File: src/rtl/bakery_gen.sv
// bakery_gen: NPROC-process Lamport bakery model, one selected process steps per clock.
// Provides stall/wrap ticket-overflow policy and sticky mutual-exclusion/overflow observers.
module bakery_gen #(
    parameter int NPROC     = 2,
    parameter int TKW       = 2,
    parameter int SELW      = 2,
    parameter int BLOCK_OVF = 1
) (
    input  logic                 clock,
    input  logic                 reset_n,
    input  logic [SELW-1:0]      select,
    input  logic                 pause,
    output logic [NPROC-1:0]     in_cs,
    output logic [NPROC*TKW-1:0] ticket_bus,
    output logic [NPROC*4-1:0]   state_bus,
    output logic                 mutex_err,
    output logic                 ovf_seen
);

    typedef enum logic [3:0] {
        ST_IDLE      = 4'd0,
        ST_TAKE      = 4'd1,
        ST_DOORX     = 4'd2,
        ST_SCAN_INIT = 4'd3,
        ST_SCAN_TEST = 4'd4,
        ST_WAIT_CH   = 4'd5,
        ST_WAIT_TK   = 4'd6,
        ST_SCAN_NEXT = 4'd7,
        ST_CRIT      = 4'd8,
        ST_EXIT      = 4'd9,
        ST_REST      = 4'd10
    } state_t;

    localparam logic [SELW:0] L_NPROC = (SELW+1)'(NPROC);

    state_t           r_state    [NPROC];
    logic [TKW-1:0]   r_ticket   [NPROC];
    logic [SELW-1:0]  r_j        [NPROC];
    logic [NPROC-1:0] r_choosing;
    logic             r_mutex_err;
    logic             r_ovf_seen;

    logic [SELW-1:0]  w_sel;
    state_t           w_cur_state;
    state_t           w_nxt_state;
    logic [TKW-1:0]   w_cur_ticket;
    logic [TKW-1:0]   w_nxt_ticket;
    logic [TKW-1:0]   w_max;
    logic [TKW-1:0]   w_j_ticket;
    logic [SELW-1:0]  w_cur_j;
    logic [SELW-1:0]  w_nxt_j;
    logic             w_cur_choosing;
    logic             w_nxt_choosing;
    logic             w_j_choosing;
    logic             w_ovf_hit;

    // Out-of-range selects alias to process 0
    always_comb begin
        w_sel = ({1'b0, select} < L_NPROC) ? select : '0;
    end

    // Snapshot of the stepping process, its scan target j, and the global max ticket
    always_comb begin
        w_cur_state    = ST_IDLE;
        w_cur_ticket   = '0;
        w_cur_j        = '0;
        w_cur_choosing = 1'b0;
        w_max          = '0;
        for (int i = 0; i < NPROC; i++) begin
            if (w_sel == SELW'(i)) begin
                w_cur_state    = r_state[i];
                w_cur_ticket   = r_ticket[i];
                w_cur_j        = r_j[i];
                w_cur_choosing = r_choosing[i];
            end
            if (r_ticket[i] > w_max) begin
                w_max = r_ticket[i];
            end
        end
        w_j_ticket   = '0;
        w_j_choosing = 1'b0;
        for (int i = 0; i < NPROC; i++) begin
            if (w_cur_j == SELW'(i)) begin
                w_j_ticket   = r_ticket[i];
                w_j_choosing = r_choosing[i];
            end
        end
    end

    always_comb begin
        w_nxt_state    = w_cur_state;
        w_nxt_ticket   = w_cur_ticket;
        w_nxt_j        = w_cur_j;
        w_nxt_choosing = w_cur_choosing;
        w_ovf_hit      = 1'b0;
        case (w_cur_state)
            ST_IDLE: begin
                w_nxt_choosing = 1'b1;
                w_nxt_state    = ST_TAKE;
            end
            ST_TAKE: begin
                if (w_max == '1) begin
                    w_ovf_hit = 1'b1;
                end
                if (!((w_max == '1) && (BLOCK_OVF != 0))) begin
                    w_nxt_ticket = w_max + 1'b1;
                    w_nxt_state  = ST_DOORX;
                end
            end
            ST_DOORX: begin
                w_nxt_choosing = 1'b0;
                w_nxt_state    = ST_SCAN_INIT;
            end
            ST_SCAN_INIT: begin
                w_nxt_j     = '0;
                w_nxt_state = ST_SCAN_TEST;
            end
            ST_SCAN_TEST: begin
                w_nxt_state = ({1'b0, w_cur_j} < L_NPROC) ? ST_WAIT_CH : ST_CRIT;
            end
            ST_WAIT_CH: begin
                if (!w_j_choosing) begin
                    w_nxt_state = ST_WAIT_TK;
                end
            end
            ST_WAIT_TK: begin
                // Lower ticket wins; equal tickets go to the lower index
                if (!((w_j_ticket != '0) &&
                      ((w_j_ticket < w_cur_ticket) ||
                       ((w_j_ticket == w_cur_ticket) && (w_cur_j < w_sel))))) begin
                    w_nxt_state = ST_SCAN_NEXT;
                end
            end
            ST_SCAN_NEXT: begin
                w_nxt_j     = w_cur_j + 1'b1;
                w_nxt_state = ST_SCAN_TEST;
            end
            ST_CRIT: begin
                if (!pause) begin
                    w_nxt_state = ST_EXIT;
                end
            end
            ST_EXIT: begin
                w_nxt_ticket = '0;
                w_nxt_state  = ST_REST;
            end
            ST_REST: begin
                if (!pause) begin
                    w_nxt_state = ST_IDLE;
                end
            end
            default: begin
                w_nxt_state = ST_IDLE;
            end
        endcase
    end

    always_ff @(posedge clock or negedge reset_n) begin
        if (!reset_n) begin
            for (int i = 0; i < NPROC; i++) begin
                r_state[i]  <= ST_IDLE;
                r_ticket[i] <= '0;
                r_j[i]      <= '0;
            end
            r_choosing  <= '0;
            r_mutex_err <= 1'b0;
            r_ovf_seen  <= 1'b0;
        end else begin
            for (int i = 0; i < NPROC; i++) begin
                if (w_sel == SELW'(i)) begin
                    r_state[i]    <= w_nxt_state;
                    r_ticket[i]   <= w_nxt_ticket;
                    r_j[i]        <= w_nxt_j;
                    r_choosing[i] <= w_nxt_choosing;
                end
            end
            if ($countones(in_cs) > 1) begin
                r_mutex_err <= 1'b1;
            end
            if (w_ovf_hit) begin
                r_ovf_seen <= 1'b1;
            end
        end
    end

    always_comb begin
        in_cs      = '0;
        ticket_bus = '0;
        state_bus  = '0;
        for (int i = 0; i < NPROC; i++) begin
            in_cs[i]                 = (r_state[i] == ST_CRIT);
            ticket_bus[i*TKW +: TKW] = r_ticket[i];
            state_bus[i*4 +: 4]      = r_state[i];
        end
    end

    assign mutex_err = r_mutex_err;
    assign ovf_seen  = r_ovf_seen;

endmodule
File: config.mk
export PLATFORM = sky130hd
export DESIGN_NAME = bakery_gen
export DESIGN_NICKNAME = d
export VERILOG_FILES = /design/src/rtl/bakery_gen.sv
export SDC_FILE = /design/constraint.sdc
export NUM_CORES = 1
export LEC_CHECK = 0
export CAP_MARGIN = 30
export CORE_AREA = 2 2 57 59
export DETAILED_ROUTE_END_ITERATION = 7
export DIE_AREA = 0 0 59 61
export PLACE_DENSITY_LB_ADDON = 0.1
export SYNTH_ARGS = -nofsm -noshare
export SYNTH_HDL_FRONTEND = slang
export SYNTH_SLANG_ARGS = --single-unit
File: constraint.sdc
create_clock -name clock -period 2.9 [get_ports clock]
set_clock_uncertainty 0.15 [all_clocks]
set_input_delay 0.29 -clock clock [delete_from_list [all_inputs] [get_ports clock]]
set_output_delay 0.29 -clock clock [all_outputs]
set_load 0.005 [all_outputs]
Word-level counts from Yosys, hierarchy flattened
Index checks and enable logic that the tools add are counted.
- bits in latches: 0
- bits of input ports: 5
- memory bits (read-only): 0
- output and inout bits: 16
- logic and storage cells: 71
- memories: 0
- register bits: 20
- bits in writable memories: 0
- bitwise operators: 0
- mux-type cells: 27
- shifts and indexed selects: 0
- reductions and logical operators: 8
- eq/ne operators: 16
- order comparisons: 7
- divide/modulo/power cells: 0
- multiply operators: 0
- add/subtract/negate cells: 3
- operator list (cell ; count):
    $pmux W4 S10 ; 1
    $mux W4 ; 8
    $eq A4 B4 Y1 const B ; 5
    $mux W2 ; 10
    $eq A4 B3 Y1 const B ; 4
    $eq A4 B2 Y1 const B ; 2
    $pmux W2 S2 ; 2
    $mux W1 ; 5
    $add A2 B1 Y2 const B ; 2
    $eq A2 B1 Y1 const B ; 2
    $eq A4 B1 Y1 const B ; 1
    $gt A2 B1 Y1 const B ; 2
    $logic_not A2 Y1 ; 2
    $logic_not A4 Y1 ; 1
    $lt A2 B2 Y1 ; 2
    $lt A2 B2 Y1 const B ; 2
    $add A1 B1 Y2 ; 1
    $eq A2 B2 Y1 ; 1
    $eq A2 B2 Y1 const B ; 1
    $gt A2 B2 Y1 ; 1
    $logic_and A1 B1 Y1 ; 2
    $pmux W1 S2 ; 1
    $reduce_bool A2 Y1 ; 1
    $reduce_or A2 Y1 ; 1
    $logic_or A1 B1 Y1 ; 1

Longest topological paths before layout
- depth after elaboration: 14
- gate-level depth with buffers: 14
- depth with buffers taken out: 13

Worst setup path after synthesis
No wires, ideal clock.
- kind: input to register
- start point: input port select[0]
- end point: register r_state (netlist bit state_bus[0])
- arrival time: 2722 ps
- slack: -105 ps
- data required time: 2617 ps
- library setup time: 133 ps
- buffers on the path: 2
- stages: 14
- path through: nor2b_2 -> buf_6 -> buf_2 -> mux2i_1 -> inv_1 -> ha_1 -> nand2_1 -> o21ai_0 -> ha_1 -> or4bb_1 -> o22ai_1 -> a211oi_1 -> a2111oi_2 -> a21oi_1
- cells in the longest elaborated chain, start to end: 14
- elaborated cells on any way between the ends: 43
- classes of those cells: order compare: 4; eq/ne: 13; mux: 18; reduce/logical: 8
- ends and longest elaborated chain (item ; RTL line ; source):
    start: declaration ; 11 ; input logic [SELW-1:0] select,
    $lt A2 B2 Y1 ; 59 ; w_sel = ({1'b0, select} < L_NPROC) ? select : '0;
    $mux W2 * ; 59 ;
    $logic_not A2 Y1 ; 70, 170 ;
    $mux W2 (2 in series) ; 70 ; if (w_sel == SELW'(i)) begin
    $logic_not A2 Y1 ; 83 ; if (w_cur_j == SELW'(i)) begin
    $mux W2 (2 in series) ; 83 ;
    $eq A2 B2 Y1 ; 130 ; ((w_j_ticket == w_cur_ticket) && (w_cur_j < w_sel))))) begin
    $logic_and A1 B1 Y1 ; 130 ;
    $logic_or A1 B1 Y1 ; 129 ; ((w_j_ticket < w_cur_ticket) ||
    $logic_and A1 B1 Y1 ; 128 ; if (!((w_j_ticket != '0) &&
    $mux W4 ; 128 ;
    $pmux W4 S10 ; 96 ; case (w_cur_state)
    end signal: indexed assignment ; 171 ; r_state[i] <= w_nxt_state;
    end: declaration ; 36 ; state_t r_state [NPROC];
Mark *: on every way between the ends. The rest lies on a longest branch, timed or not.
A chain may end at the register's enable or synchronous reset.

Worst setup path in the final report
- start point: register r_j[1] (netlist bit)
- end point: register r_state (netlist bit state_bus[0])
- cells in the longest elaborated chain, start to end: 10
- elaborated cells on any way between the ends: 19
- classes of those cells: order compare: 3; eq/ne: 2; mux: 9; reduce/logical: 5
- ends and longest elaborated chain (item ; RTL line ; source):
    start: declaration ; 38 ; logic [SELW-1:0] r_j [NPROC];
    start signal: indexed assignment ; 173 ; r_j[i] <= w_nxt_j;
    $mux W2 * ; 70 ;
    $logic_not A2 Y1 ; 83 ;
    $mux W2 (2 in series) ; 83 ;
    $eq A2 B2 Y1 ; 130 ;
    $logic_and A1 B1 Y1 ; 130 ;
    $logic_or A1 B1 Y1 ; 129 ;
    $logic_and A1 B1 Y1 ; 128 ;
    $mux W4 ; 128 ;
    $pmux W4 S10 * ; 96 ;
Marks and branches as above.

==> flow_summary_export.csv <==
group,metric,value,unit
run,maxCapViolations,0,
setup_path,startpoint_type,"flop",
floorplanning,die_w,59,µm
clocking,path_clk_slew,0.12,ns
min_path,hold_class,"reg2reg",
detailed_routing,ant_nets,0,
clocking,clk_path_buf_depth,2,
grt,track_usage,26.7,%
timing,finalHoldViolCount,0,
grt,grt_pass1_wl,7.09,mm
timing,min_period,2.82,ns
timing,fmax,0.355,GHz
pwr,pwr_density_cell,1130,nW/µm²
grt,grt-ovfl-total,0,
final_layout,final_nets,215,
place,place_ws,-0.625,ns
yosys,syn_avg_cell_area,9.11,µm²
setup_path,crit_path_max_fanout,3,
clocking,cts_max_level,1,
grt,grt_max_degree,31,
floorplanning,io_pins,21,
timing,setup_viol,0,
yosys,synth_area,1500,µm²
yosys,synth_cell_types,43,
clocking,tritoncts,"built",
timing,period_share,97.2,%
yosys,yosys_warnings,0,
detailed_routing,firstDrtPassIters,5,
floorplanning,row_count,20,
detailed_routing,drcViolationCount,0,
clocking,clockRootBuffer,"clkbuf_4",
grt,grt_pass1_vias,1409,
final_layout,diodes,0,
clocking,numCtsBuffers,3,
detailed_routing,vias,1466,
place,hpwl,3.02,mm
timing,setup-tns-final,0,ns
status,status,"complete, no violations",
yosys,synthFlopType,"dfrtp_1",
floorplanning,die_height,61,µm
setup_path,endpoint_kind,"flop",
yosys,synth_cells,165,
clocking,cts.sink_count,20,
timing,holdWs,0.324,ns
yosys,synthArstFlopShare,100,%
pwr,worst_ir_drop_vdd,0.000523,V
yosys,yosysSeqAreaShare,33.3,%
timing,maxSlewHeadroom,35.4,%
yosys,synth.net_count,178,
clocking,clkLatencyLatePin,0.31,ns
place,portBuffers,20,
detailed_routing,vias_per_cell,6.26,
detailed_routing,post_drt_wl_per_cell,18.7,µm
floorplanning,dieArea,3600,µm²
timing,worst_pin_slew,0.966,ns
clocking,hold_buffers,0,
detailed_routing,wirelength,4.37,mm
final_layout,postLayoutCoreUtil,67.0,%
yosys,synth_seq_cells,20,
timing,drv_slew,0,
final_layout,drive_above_1_share,26.9,%
setup_path,cp.arrival,2.87,ns
yosys,synth_edf_count,0,
setup_path,path_class,"reg2reg",
place,place_congestion,0.961,
floorplanning,core,2950,µm²
floorplanning,initial_core_util,50.9,%
final_layout,area_growth,31.6,%
timing,grt_setup_unrepaired,"true",
setup_path,cp.required,2.95,ns
grt,antenna_found_initial,0,
timing,worst_slack,0.0822,ns
detailed_routing,dr.first_iter.drc_count,104,
pwr,total_leakage_power,0.871,nW
-- path summary, 6_finish.rpt --
kind / slack [ns] / start / depth (start not counted) / end
hold reg to reg: 0.32 / mutex_err / 1 / mutex_err
setup / recovery: 0.08 / r_j[1] / 12 / state_bus[0]
min in group asynchronous: 0.35 / reset_n / 1 / state_bus[0]
hold / removal: 0.32 / mutex_err / 1 / mutex_err
max in group asynchronous: 1.61 / reset_n / 1 / r_j[0]
setup reg to reg: 0.08 / r_j[1] / 12 / state_bus[0]
-- flip-flops by register name, indices dropped and copies added, names as in the netlist --
| register | flops |
|---|---|
| ticket_bus | 4 |
| r_choosing | 2 |
| ovf_seen | 1 |
| r_j | 4 |
| state_bus | 8 |
| mutex_err | 1 |
-- layout by cell type (no fill, tap or decap), drive strengths merged, types with 2 or more instances in the layout --
master | synthesis | layout
a21o | 3 | 3
a21oi | 8 | 8
a221oi | 2 | 2
a22o | 3 | 3
a31oi | 6 | 6
and3 | 2 | 2
and4bb | 4 | 4
buf | 7 | 22
clkbuf | 3 | 4
clkdlybuf4s15 | 0 | 2
clkdlybuf4s50 | 0 | 18
dfrtp | 20 | 20
ha | 8 | 8
inv | 14 | 14
mux2 | 6 | 6
mux2i | 5 | 5
nand2 | 11 | 11
nand2b | 2 | 2
nand3 | 7 | 7
nand4 | 2 | 2
nor2 | 12 | 12
nor2b | 4 | 4
nor3 | 2 | 2
nor4 | 4 | 4
o21ai | 12 | 12
o22ai | 4 | 4
o31ai | 4 | 4
-- timing repair --
item,CTS,global route
pin swaps,7,9
hold endpoints to repair,0,0
setup endpoints to repair,2,4
resized for setup,15,9
setup buffers,5,5
-- through the flow --
stage / cells / cell area (µm²) / power, mW
after floorplan: 165 / 1510 / 1.31
after global placement: 220 / 1770 / 1.77
after detailed placement: 220 / 1770 / 1.81
after CTS: 229 / 1910 / 2.11
after global routing: 234 / 1980 / 2.41
final: 234 / 1980 / 2.24
-- Yosys cell counts, drive strengths merged (2+ instances only) --
cell | count | area [µm²]
a21oi | 8 | 40.0
o22ai | 4 | 31.3
nor4 | 4 | 25.0
mux2i | 5 | 50.1
clkbuf | 3 | 11.3
nand2b | 2 | 12.5
o31ai | 4 | 30.0
and3 | 2 | 12.5
buf | 7 | 52.5
ha | 8 | 100
nand3 | 7 | 35.0
o21ai | 12 | 60.1
a21o | 3 | 22.5
a221oi | 2 | 17.5
a31oi | 6 | 73.8
nand2 | 11 | 41.3
nor2 | 12 | 45.0
mux2 | 6 | 71.3
nor2b | 4 | 27.5
nand4 | 2 | 12.5
dfrtp | 20 | 500
inv | 14 | 52.6
and4bb | 4 | 50.1
nor3 | 2 | 10.0
a22o | 3 | 26.3
-- routing by layer --
layer,up-vias,global-route usage (%),wire length (µm)
met5,-,0,0
met4,0,12.7,133
met3,13,2.99,297
met2,59,39.4,1950
met1,710,38.9,1990
li1,684,-,-
-- critical path, stage by stage, from the launching register on --
cell and delay (ns):
dfrtp_1 0.44, mux2_4 0.30, inv_4 0.08, ha_4 0.13
buf_6 0.10, nand2_2 0.04, o21ai_2 0.13, ha_1 0.14
or4bb_1 0.50, o22ai_2 0.20, a211oi_2 0.11, a2111oi_4 0.26
a21oi_1 0.11
-- power by group --
part	switching (mW)	internal, mW	leakage, nW
logic	0.681	0.772	0.602
registers	0.216	0.401	0.248
clock network	0.0915	0.0767	0.0210
-- logic make-up (layout without fill, tap and decap cells) --
group	count (synthesis)	in the layout	synth area share, %
AOI/OAI and AO/OA	48	48	23.8
adders and majority gates	8	8	6.66
buffers and inverters	24	60	7.74
DFF	20	20	33.3
muxes	11	11	8.08
and+or+nand+nor	54	54	20.4
-- area by class of cell --
class	instances	area [µm²]
Fill cell	249	975
Clock buffer	4	36.3
Inverter	14	55.1
Tap cell	33	41.3
Multi-Input combinational cell	121	971
Timing Repair Buffer	42	373
Sequential cell	20	502
Note: power is estimated with default switching activity, not from simulation.
